`src/rtl/arith_pkg.sv`:
```
// Shared definitions for the arithmetic result stage: flag bit positions,
// condition-code encodings and the buffered entry layout.
package arith_pkg;

    localparam int unsigned FLAG_V = 3;
    localparam int unsigned FLAG_Z = 2;
    localparam int unsigned FLAG_N = 1;
    localparam int unsigned FLAG_C = 0;

    localparam int unsigned ARITH_DATA_W = 32;
    localparam int unsigned ARITH_TAG_W  = 5;

    typedef enum logic [3:0] {
        EQ = 4'd0,  NE = 4'd1,  CS = 4'd2,  CC = 4'd3,
        MI = 4'd4,  PL = 4'd5,  VS = 4'd6,  VC = 4'd7,
        HI = 4'd8,  LS = 4'd9,  GE = 4'd10, LT = 4'd11,
        GT = 4'd12, LE = 4'd13, AL = 4'd14, NV = 4'd15
    } cond_e;

    typedef struct packed {
        logic [ARITH_DATA_W-1:0] result;
        logic [ARITH_TAG_W-1:0]  tag;
    } arith_entry_t;

endpackage

```
`src/rtl/arith_cond_eval.sv`:
```
// Combinational condition-code evaluation of a 4-bit condition select
// against the architectural {V,Z,N,C} flags.
module arith_cond_eval
    import arith_pkg::*;
(
    input  logic [3:0] flags,
    input  logic [3:0] cond,
    output logic       cond_true
);

    logic v, z, n, c;

    assign v = flags[FLAG_V];
    assign z = flags[FLAG_Z];
    assign n = flags[FLAG_N];
    assign c = flags[FLAG_C];

    always_comb begin
        cond_true = 1'b0;
        unique case (cond_e'(cond))
            EQ: cond_true = z;
            NE: cond_true = !z;
            CS: cond_true = c;
            CC: cond_true = !c;
            MI: cond_true = n;
            PL: cond_true = !n;
            VS: cond_true = v;
            VC: cond_true = !v;
            HI: cond_true = c && !z;
            LS: cond_true = !c || z;
            GE: cond_true = (n == v);
            LT: cond_true = (n != v);
            GT: cond_true = !z && (n == v);
            LE: cond_true = z || (n != v);
            AL: cond_true = 1'b1;
            NV: cond_true = 1'b0;
        endcase
    end

endmodule

```
`src/rtl/arith_result_stage.sv`:
```
// Result stage after the ALU: 2-entry in-order skid buffer, flags register and
// condition evaluation. Optional sticky overflow: ARITH_RESULT_STICKY_OV_EN.
module arith_result_stage
    import arith_pkg::*;
#(
    parameter int unsigned DATA_W = 32,
    parameter int unsigned TAG_W  = 5
) (
    input  logic              clk,
    input  logic              rst_n,
    input  logic              in_valid,
    output logic              in_ready,
    input  logic [DATA_W-1:0] in_result,
    input  logic [3:0]        in_status,
    input  logic              in_set_flags,
    input  logic [TAG_W-1:0]  in_tag,
    output logic              out_valid,
    input  logic              out_ready,
    output logic [DATA_W-1:0] out_result,
    output logic [TAG_W-1:0]  out_tag,
    output logic [3:0]        flags,
    input  logic [3:0]        cond,
    output logic              cond_true,
    input  logic              sticky_clr,
    output logic              sticky_ov
);

    logic [DATA_W-1:0] mem_result [2];
    logic [TAG_W-1:0]  mem_tag    [2];
    logic              wr_ptr;
    logic              rd_ptr;
    logic [1:0]        count;
    logic [1:0]        count_next;
    logic              push;
    logic              pop;

    assign push = in_valid && in_ready;
    assign pop  = out_valid && out_ready;

    always_comb begin
        count_next = count;
        unique case ({push, pop})
            2'b10:   count_next = count + 2'd1;
            2'b01:   count_next = count - 2'd1;
            default: count_next = count;
        endcase
    end

    // in_ready is registered from the next occupancy, so a full buffer
    // refuses input for the cycle in which it is being popped.
    always_ff @(posedge clk or negedge rst_n) begin
        if (!rst_n) begin
            for (int unsigned i = 0; i < 2; i++) begin
                mem_result[i] <= '0;
                mem_tag[i]    <= '0;
            end
            wr_ptr   <= 1'b0;
            rd_ptr   <= 1'b0;
            count    <= '0;
            in_ready <= 1'b0;
        end else begin
            if (push) begin
                mem_result[wr_ptr] <= in_result;
                mem_tag[wr_ptr]    <= in_tag;
                wr_ptr             <= ~wr_ptr;
            end
            if (pop) begin
                rd_ptr <= ~rd_ptr;
            end
            count    <= count_next;
            in_ready <= (count_next != 2'd2);
        end
    end

    assign out_valid  = (count != 2'd0);
    assign out_result = mem_result[rd_ptr];
    assign out_tag    = mem_tag[rd_ptr];

    always_ff @(posedge clk or negedge rst_n) begin
        if (!rst_n) begin
            flags <= '0;
        end else if (push && in_set_flags) begin
            flags <= in_status;
        end
    end

`ifdef ARITH_RESULT_STICKY_OV_EN
    logic sticky_q;

    always_ff @(posedge clk or negedge rst_n) begin
        if (!rst_n) begin
            sticky_q <= 1'b0;
        end else if (push && in_status[FLAG_V]) begin
            sticky_q <= 1'b1;
        end else if (sticky_clr) begin
            sticky_q <= 1'b0;
        end
    end

    assign sticky_ov = sticky_q;
`else
    logic unused_sticky_clr;

    assign unused_sticky_clr = sticky_clr;
    assign sticky_ov         = 1'b0;
`endif

    arith_cond_eval u_cond_eval (
        .flags     (flags),
        .cond      (cond),
        .cond_true (cond_true)
    );

endmodule

```
`config.mk`:
```
export PLATFORM = sky130hd
export DESIGN_NAME = arith_result_stage
export DESIGN_NICKNAME = d
export VERILOG_FILES = /design/src/rtl/arith_pkg.sv /design/src/rtl/arith_cond_eval.sv /design/src/rtl/arith_result_stage.sv
export SDC_FILE = /design/constraint.sdc
export NUM_CORES = 1
export LEC_CHECK = 0
export CAP_MARGIN = 20
export CORE_UTILIZATION = 42
export DETAILED_ROUTE_END_ITERATION = 10
export HOLD_SLACK_MARGIN = 0.15
export PLACE_DENSITY = 0.7
export RECOVER_POWER = 50
export SLEW_MARGIN = 20
export SYNTH_ARGS = -nofsm -noshare
export SYNTH_HDL_FRONTEND = slang
export SYNTH_SLANG_ARGS = --single-unit
```
`constraint.sdc`:
```
create_clock -name clk -period 2 [get_ports clk]
set_input_delay 0.2 -clock clk [delete_from_list [all_inputs] [get_ports clk]]
set_output_delay 0.2 -clock clk [all_outputs]
set_load 0.05 [all_outputs]
```
==> metrics.txt, run 1 <==
# TYPE chip_impl_metric gauge
chip_impl_info{name="outcome",value="finished, violations left"} 1
chip_impl_info{name="violations_in_the_final_reports",value="negative setup slack"} 1
chip_impl_info{name="timing.setup.critical_path_class",value="reg -> out"} 1
chip_impl_metric{name="route.vias.total",unit=""} 2344
chip_impl_metric{name="tightestPinTransition",unit="ns"} 1.12
chip_impl_metric{name="die_h",unit="um"} 96.6
chip_impl_metric{name="insertion_delay",unit="ns"} 0.34
chip_impl_metric{name="ctsHtreeMaxLevel",unit=""} 3
chip_impl_metric{name="timing.final.max_slew_violations",unit=""} 0
chip_impl_metric{name="drc",unit=""} 0
chip_impl_metric{name="worst_slew_margin_relative_to_its_limit",unit=""} 0.250
chip_impl_metric{name="met2_usage",unit=""} 0.294
chip_impl_metric{name="antenna_diode_count",unit=""} 0
chip_impl_metric{name="critical_path_buffer_and_inverter_count",unit=""} 1
chip_impl_metric{name="arrival_time_at_the_worst_endpoint",unit="ns"} 1.86
chip_impl_metric{name="drive_gt1_frac",unit=""} 0.539
chip_impl_info{name="cts_tree",value="built"} 1
chip_impl_metric{name="detailed_route_wl",unit="um"} 7570
chip_impl_metric{name="drtPass1Iterations",unit=""} 4
chip_impl_metric{name="fin_crit",unit="ns"} 2.06
chip_impl_metric{name="final_antenna_violating_net_count",unit=""} 0
chip_impl_metric{name="drt_iter0_markers",unit=""} 25
chip_impl_metric{name="floorplan.die_area",unit="mm2"} 0.00932
chip_impl_metric{name="gpl.final_weighted_congestion",unit=""} 0.698
chip_impl_info{name="ys_top_cells_by_area",value="sky130_fd_sc_hd__dfrtp_1, sky130_fd_sc_hd__mux2_2, sky130_fd_sc_hd__mux2_4, sky130_fd_sc_hd__buf_2, sky130_fd_sc_hd__xor2_1"} 1
chip_impl_metric{name="global_route.overflow_total",unit=""} 0
chip_impl_metric{name="synth_seq_area_share",unit=""} 0.553
chip_impl_metric{name="synth.top_cell.area_share",unit=""} 0.553
chip_impl_metric{name="total_cts_buffers",unit=""} 9
chip_impl_metric{name="fin_crit_sh",unit=""} 1.03
chip_impl_metric{name="worst_r2r_path_depth",unit=""} 3
chip_impl_info{name="cp_cell_instances",value="mux4_2 -> xnor2_1 -> nor2_1 -> a41oi_4 -> buf_12"} 1
chip_impl_metric{name="layout-area-overhead-vs-synth",unit="%"} 45.5
chip_impl_metric{name="fin_skew",unit="ns"} 0.00732
chip_impl_metric{name="grt_pass1_wl",unit="um"} 12200
chip_impl_metric{name="setup_viol_count_final",unit=""} 1
chip_impl_metric{name="initial_utilization",unit=""} 0.433
chip_impl_metric{name="critical_path.max_stage_delay",unit="ns"} 0.48
chip_impl_metric{name="critical_path_peak_fanout",unit=""} 3
chip_impl_metric{name="synth_seq_cells",unit=""} 83
chip_impl_info{name="gr-max-usage-layer",value="met2"} 1
chip_impl_metric{name="final_core_util",unit=""} 0.630
chip_impl_metric{name="timing.final.ws_setup",unit="ns"} -0.0569
chip_impl_metric{name="hold_violations",unit=""} 0
chip_impl_metric{name="cts_sinks",unit=""} 83
chip_impl_info{name="root_buffer",value="sky130_fd_sc_hd__clkbuf_8"} 1
chip_impl_info{name="crit_path_top_delay_cell",value="sky130_fd_sc_hd__mux4_2"} 1
chip_impl_info{name="grt_setup_unrepaired",value="true"} 1
chip_impl_info{name="cpLargestDelayFamily",value="multiplexers"} 1
chip_impl_metric{name="worst_setup_hold_path_clk_slew",unit="ns"} 0.08
chip_impl_metric{name="fin_nets",unit=""} 403
chip_impl_metric{name="hold_depth",unit=""} 2
chip_impl_metric{name="synth-warning-count",unit=""} 0
chip_impl_info{name="critical_path.startpoint_type",value="flip-flop"} 1
chip_impl_metric{name="mean_syn_cell_area",unit="um2"} 15.3
chip_impl_metric{name="grt_start_max_net_pins",unit=""} 84
chip_impl_metric{name="placeableCoreArea",unit="mm2"} 0.00868
chip_impl_metric{name="fmaxAchievable",unit="MHz"} 486
chip_impl_metric{name="portBuffers",unit=""} 93
chip_impl_metric{name="groute.layer.met3.usage",unit=""} 0.0485
chip_impl_metric{name="critPathRequiredTime",unit="ns"} 1.80
chip_impl_info{name="worstSetupEndpointType",value="primary output"} 1
chip_impl_metric{name="clock_tree.buffer_depth",unit=""} 2
chip_impl_metric{name="grt_antenna_before_repair",unit=""} 0
chip_impl_metric{name="post-dp-hpwl",unit="um"} 5190
chip_impl_metric{name="syn-cell-area",unit="mm2"} 0.00375
chip_impl_metric{name="drt-wirelength-per-cell",unit="um"} 16.3
chip_impl_info{name="cell_type_with_the_largest_total_area_after_synthesis",value="sky130_fd_sc_hd__dfrtp_1"} 1
chip_impl_metric{name="via_count_of_the_first_global_routing_pass",unit=""} 2541
chip_impl_metric{name="drv.max_cap_violation_count",unit=""} 0
chip_impl_metric{name="dp_slack",unit="ns"} -0.0956
chip_impl_metric{name="boundaryPins",unit=""} 96
chip_impl_metric{name="met1_usage",unit=""} 0.220
chip_impl_metric{name="placement_rows",unit=""} 34
chip_impl_metric{name="syn_nets",unit=""} 297
chip_impl_metric{name="drt-vias-per-instance",unit=""} 5.05
chip_impl_metric{name="netlist_instances",unit=""} 245
chip_impl_metric{name="die_w",unit="um"} 96.6
chip_impl_metric{name="track_usage",unit=""} 0.177
chip_impl_info{name="worst_hold_path_type",value="in -> reg"} 1
chip_impl_metric{name="cp_num_cells",unit=""} 5
chip_impl_metric{name="synth_cell_type_count",unit=""} 27
## repair_timing
action	4_1_cts	5_1_grt
hold buffers	1	0
pin swaps	1	0
endpoints found under the hold margin	83	0
resized for setup	3	3
endpoints found under the setup margin	1	2
setup buffers	4	1
## area by class of cell
cell class	instances	area, um2
multi-input cells	146	1610
inverters	4	15.0
fillers	664	3210
well taps	108	135
clock buffers	11	151
clock inverters	5	60.1
repair buffers	107	1410
flip-flops and latches	83	2080
## cells in the final DEF, fill, tap and decap left out, drive strengths merged
| master | instances |
|---|---|
| dlygate4sd3 | 1 |
| clkinv | 2 |
| dlygate4sd2 | 1 |
| clkbuf | 16 |
| bufinv | 1 |
| a21o | 1 |
| nand2 | 5 |
| xor2 | 4 |
| buf | 47 |
| and2 | 1 |
| dlymetal6s2s | 1 |
| nand3 | 3 |
| or2 | 2 |
| clkinvlp | 1 |
| a21oi | 1 |
| conb | 1 |
| mux2 | 115 |
| a41oi | 1 |
| nor2 | 4 |
| or4b | 1 |
| xnor2 | 2 |
| inv | 5 |
| o221ai | 1 |
| clkdlybuf4s50 | 52 |
| ha | 1 |
| o21ai | 2 |
| dfrtp | 83 |
| mux4 | 1 |
## worst reg2reg max path, delay by kind of cell, from the launching register on
kind | cells | cell delay, ns
and+or+nand+nor | 1 | 0.34
buffers and inverters | 1 | 0.48
muxes | 1 | 0.40
DFF | 1 | 0.42
## sequential cells by signal, summed over array words and instances (netlist names)
name	flops
mem_tag	10
mem_result	64
rd_ptr	1
count	2
in_ready	1
flags	4
wr_ptr	1
## cell families (layout without fill, tap and decap cells)
family / after synthesis / count (layout) / synth area share
buffers and inverters: 16 / 127 / 0.0253
and+or+nand+nor: 16 / 16 / 0.0227
AOI/OAI and AO/OA: 6 / 6 / 0.0107
xor gates and xnor gates: 6 / 6 / 0.0140
muxes: 116 / 116 / 0.370
adders and majority gates: 1 / 1 / 0.00333
other: 1 / 1 / 0.000999
DFF: 83 / 83 / 0.553
## synth_stat cells (all sizes together)
cell / instances
a21o: 1
a21oi: 1
a41oi: 1
and2: 1
buf: 11
clkbuf: 1
conb: 1
dfrtp: 83
ha: 1
inv: 4
mux2: 115
mux4: 1
nand2: 5
nand3: 3
nor2: 4
o21ai: 2
o221ai: 1
or2: 2
or4b: 1
xnor2: 2
xor2: 4
## routing by layer
layer / part of all wire / vias to the layer above
met4: 0.011 / 0
met5: 0 / -
met3: 0.054 / 9
met2: 0.48 / 67
li1: - / 1079
met1: 0.45 / 1189
## through the flow
stage / cell area [um2] / setup TNS [ns] / hold WS (ns) / std cells
after floorplan: 3770 / 0 / -0.0956 / 245
after global placement: 5250 / -0.0421 / 0.264 / 442
after detailed placement: 5250 / -0.0956 / 0.264 / 442
after CTS: 5510 / -0.0806 / 0.436 / 463
after global routing: 5460 / -0.160 / 0.458 / 464
final: 5460 / -0.0569 / 0.473 / 464
## path summary, 6_finish.rpt
check | startpoint | endpoint | slack, ns
max | flags[1] | cond_true | -0.06
min in group asynchronous | rst_n | mem_result[11] | 0.72
min | in_status[1] | flags[1] | 0.47
min reg2reg | count[1] | count[1] | 0.49
max in group asynchronous | rst_n | flags[1] | 0.49
max reg2reg | in_ready | mem_result[12] | 0.25
Power of run 1 is left out: the tool's default activity adds up to more than one toggle a clock period on the data nets, which glitch-free logic cannot reach.
==> run 2, diff against run 1 <==
- SYNTH_HIERARCHICAL: unset -> 1
==> run 2 against run 1 <==
Compared with the run above:
- the flow still finishes with violations (negative setup slack)
- final area fell by 8.6%
- synthesized cell count rose by 3.3%
- non-clock buffer count fell by 3
- die area rose by 1.4%
- sequential cell count did not move
- critical endpoint unchanged
- clock skew fell by 0.0024 ns
- fmax rose by 0.40%
==> metrics.txt, run 2 <==
# TYPE chip_impl_metric gauge
chip_impl_info{name="outcome",value="finished, violations left"} 1
chip_impl_info{name="violations_in_the_final_reports",value="negative setup slack"} 1
chip_impl_metric{name="area_share_of_and_or_nand_nor_cells_after_synthesis",unit=""} 0.0253
chip_impl_metric{name="initial_utilization",unit=""} 0.435
chip_impl_metric{name="track_usage",unit=""} 0.165
chip_impl_info{name="crit_path_top_delay_cell",value="sky130_fd_sc_hd__dfrtp_2"} 1
chip_impl_metric{name="gpl.final_weighted_congestion",unit=""} 0.717
chip_impl_metric{name="placeableCoreArea",unit="mm2"} 0.00876
chip_impl_metric{name="grt_antenna_before_repair",unit=""} 0
chip_impl_metric{name="netlist_instances",unit=""} 253
chip_impl_info{name="worst_hold_path_type",value="in -> reg"} 1
chip_impl_info{name="ys_top_cells_by_area",value="sky130_fd_sc_hd__dfrtp_1, sky130_fd_sc_hd__mux2_2, sky130_fd_sc_hd__mux2_4, sky130_fd_sc_hd__xor2_1, sky130_fd_sc_hd__buf_2"} 1
chip_impl_metric{name="synth_compound_gate_area_share",unit=""} 0.0197
chip_impl_metric{name="detailed_route_wl",unit="um"} 7400
chip_impl_metric{name="n_fill_cell",unit=""} 751
chip_impl_metric{name="arrival_time_at_the_worst_endpoint",unit="ns"} 1.85
chip_impl_metric{name="critical_path_peak_fanout",unit=""} 3
chip_impl_metric{name="synth-warning-count",unit=""} 6
chip_impl_metric{name="portBuffers",unit=""} 93
chip_impl_metric{name="fmaxAchievable",unit="MHz"} 488
chip_impl_metric{name="drc",unit=""} 0
chip_impl_info{name="most-common-layout-cells",value="sky130_fd_sc_hd__mux2_2, sky130_fd_sc_hd__dfrtp_1, sky130_fd_sc_hd__clkdlybuf4s50_1, sky130_fd_sc_hd__buf_4, sky130_fd_sc_hd__mux2_4"} 1
chip_impl_metric{name="synth_area_in_adders",unit=""} 0.00328
chip_impl_info{name="timing.setup.critical_path_class",value="reg -> out"} 1
chip_impl_info{name="regMostFlops",value="mem_result"} 1
chip_impl_info{name="synth-main-ff-cell",value="sky130_fd_sc_hd__dfrtp_1"} 1
chip_impl_metric{name="cts_sinks",unit=""} 83
chip_impl_metric{name="route.vias.total",unit=""} 2323
chip_impl_metric{name="tightestPinTransition",unit="ns"} 1.07
chip_impl_info{name="cell_type_with_the_largest_total_area_after_synthesis",value="sky130_fd_sc_hd__dfrtp_1"} 1
chip_impl_metric{name="boundaryPins",unit=""} 96
chip_impl_metric{name="total_cts_buffers",unit=""} 9
chip_impl_metric{name="setup_total_negative_slack",unit="ns"} -0.0486
chip_impl_metric{name="grt_pass1_wl",unit="um"} 12300
chip_impl_metric{name="placement_rows",unit=""} 34
chip_impl_metric{name="grt_start_max_net_pins",unit=""} 44
chip_impl_metric{name="ctsHtreeMaxLevel",unit=""} 3
chip_impl_info{name="worstSetupEndpointType",value="primary output"} 1
chip_impl_info{name="grt_setup_unrepaired",value="true"} 1
chip_impl_metric{name="synth.top_cell.area_share",unit=""} 0.545
chip_impl_metric{name="final_antenna_violating_net_count",unit=""} 0
chip_impl_metric{name="worst_setup_hold_path_clk_slew",unit="ns"} 0.08
chip_impl_metric{name="synth_seq_area_share",unit=""} 0.545
chip_impl_metric{name="die_h",unit="um"} 97.2
chip_impl_metric{name="global_route.overflow_total",unit=""} 0
chip_impl_metric{name="drv.max_cap_violation_count",unit=""} 0
chip_impl_metric{name="setup_viol_count_final",unit=""} 1
chip_impl_metric{name="hold_violations",unit=""} 0
chip_impl_metric{name="critPathRequiredTime",unit="ns"} 1.80
chip_impl_metric{name="syn-cell-area",unit="mm2"} 0.00381
chip_impl_metric{name="ff_latch_area",unit="mm2"} 0.00208
chip_impl_metric{name="timing.final.ws_setup",unit="ns"} -0.0486
chip_impl_info{name="cts_tree",value="built"} 1
chip_impl_metric{name="floorplan.die_area",unit="mm2"} 0.00946
chip_impl_metric{name="drive_gt1_frac",unit=""} 0.510
chip_impl_metric{name="die_w",unit="um"} 97.2
chip_impl_info{name="synth_common_cells",value="sky130_fd_sc_hd__mux2_2, sky130_fd_sc_hd__dfrtp_1, sky130_fd_sc_hd__mux2_4, sky130_fd_sc_hd__buf_2, sky130_fd_sc_hd__xor2_1"} 1
chip_impl_metric{name="synth_seq_cells",unit=""} 83
chip_impl_metric{name="largest_register_ffs",unit=""} 64
chip_impl_metric{name="insertion_delay",unit="ns"} 0.34
chip_impl_metric{name="mean_syn_cell_area",unit="um2"} 15.1
chip_impl_metric{name="fin_crit_sh",unit=""} 1.02
chip_impl_metric{name="multiplexer_fraction_of_the_synthesized_cell_area",unit=""} 0.361
chip_impl_info{name="reg_top3",value="mem_result: 64 flops, mem_tag: 10 flops, flags: 4 flops"} 1
chip_impl_metric{name="synthXorXnorAreaFrac",unit=""} 0.0184
chip_impl_metric{name="layout-area-overhead-vs-synth",unit="%"} 31.1
chip_impl_metric{name="fin_skew",unit="ns"} 0.00494
chip_impl_info{name="layout.cells.most_common",value="sky130_fd_sc_hd__mux2_2"} 1
chip_impl_metric{name="syn_nets",unit=""} 305
chip_impl_info{name="root_buffer",value="sky130_fd_sc_hd__clkbuf_8"} 1
chip_impl_metric{name="postSynth.asyncResetShare",unit=""} 1.00
chip_impl_metric{name="timing.final.max_slew_violations",unit=""} 0
chip_impl_metric{name="critical_path.max_stage_delay",unit="ns"} 0.43
chip_impl_info{name="largest_family_of_logic_cells_by_synthesized_area",value="multiplexers"} 1
chip_impl_metric{name="post-dp-hpwl",unit="um"} 4940
chip_impl_info{name="yosys.cell_count.top_type",value="sky130_fd_sc_hd__mux2_2"} 1
chip_impl_metric{name="antenna_diode_count",unit=""} 0
chip_impl_metric{name="synth-edff-count",unit=""} 0
chip_impl_metric{name="synth_cell_type_count",unit=""} 34
chip_impl_metric{name="multiInputGateArea",unit="mm2"} 0.00165
chip_impl_metric{name="clock_tree.buffer_depth",unit=""} 2
chip_impl_metric{name="fin_nets",unit=""} 406
chip_impl_metric{name="drt-vias-per-instance",unit=""} 4.97
chip_impl_metric{name="fin_crit",unit="ns"} 2.05
chip_impl_metric{name="worst_slew_margin_relative_to_its_limit",unit=""} 0.290
chip_impl_metric{name="via_count_of_the_first_global_routing_pass",unit=""} 2588
chip_impl_metric{name="drt_iter0_markers",unit=""} 36
chip_impl_metric{name="drt-wirelength-per-cell",unit="um"} 15.8
chip_impl_metric{name="drtPass1Iterations",unit=""} 4
chip_impl_info{name="critical_path.startpoint_type",value="flip-flop"} 1
chip_impl_info{name="cp_cell_instances",value="xor2_2 -> xor2_1 -> a2111oi_2 -> a311oi_1 -> o22ai_2 -> buf_12"} 1
run 2: final timing paths:
path	from	end	slack (ns)	cells past startpoint
min in group asynchronous	rst_n	mem_result[56]	0.58	2
worst min-delay path	in_status[3]	flags[3]	0.49	2
worst max-delay path	flags[1]	cond_true	-0.05	6
max in group asynchronous	rst_n	mem_tag[2]	0.30	3
worst max register to register	in_ready	mem_result[41]	0.25	4
worst min register to register	wr_ptr	wr_ptr	0.50	2
run 2: cell type report:
| type | count | share of cell area |
|---|---|---|
| flip-flops and latches | 83 | 0.416 |
| multi-input cells | 154 | 0.330 |
| inverters | 2 | 0.00150 |
| clock buffers | 12 | 0.0270 |
| well taps | 108 | 0.0270 |
| clock inverters | 4 | 0.0103 |
| repair buffers | 104 | 0.188 |
run 2: repair_timing:
item	in CTS	in global routing
buffers inserted	1	0
hold endpoints to repair	41	0
hold buffers	1	0
endpoints found under the setup margin	2	1
pin swaps	2	1
gates resized for setup	2	1
run 2: cell families after synthesis:
group / count (synthesis)
muxes: 116
DFF: 83
and+or+nand+nor: 17
buffers and inverters: 16
AOI/OAI and AO/OA: 11
xor gates and xnor gates: 8
adders and majority gates: 1
other: 1
run 2: worst max-delay path, delay by kind of cell (launching register included):
| family | cells | cell delay [ns] |
|---|---|---|
| buffers and inverters | 1 | 0.16 |
| AO/OA/AOI/OAI | 3 | 0.57 |
| flip-flops | 1 | 0.43 |
| XOR/XNOR | 2 | 0.35 |
run 2: metal layers:
layer	routed length [um]	up-vias	track usage
met5	0	-	0
met1	3300	1150	0.207
li1	-	1102	-
met2	3500	61	0.269
met4	81	0	0.0577
met3	508	10	0.0525
run 2: through the flow:
stage                     std cells  hold slack [ns]   util  setup slack, ns  area [um2]
after floorplan                 253          -0.0956      -           0.0312        3830
after global placement          449            0.230  0.553          -0.0913        4850
after detailed placement        449            0.234  0.553           -0.123        4850
after CTS                       467            0.395  0.577           -0.134        5050
after global routing            467            0.475  0.570           -0.160        5000
final                           467            0.486  0.570          -0.0486        5000
Power of run 2 is left out for the same reason.
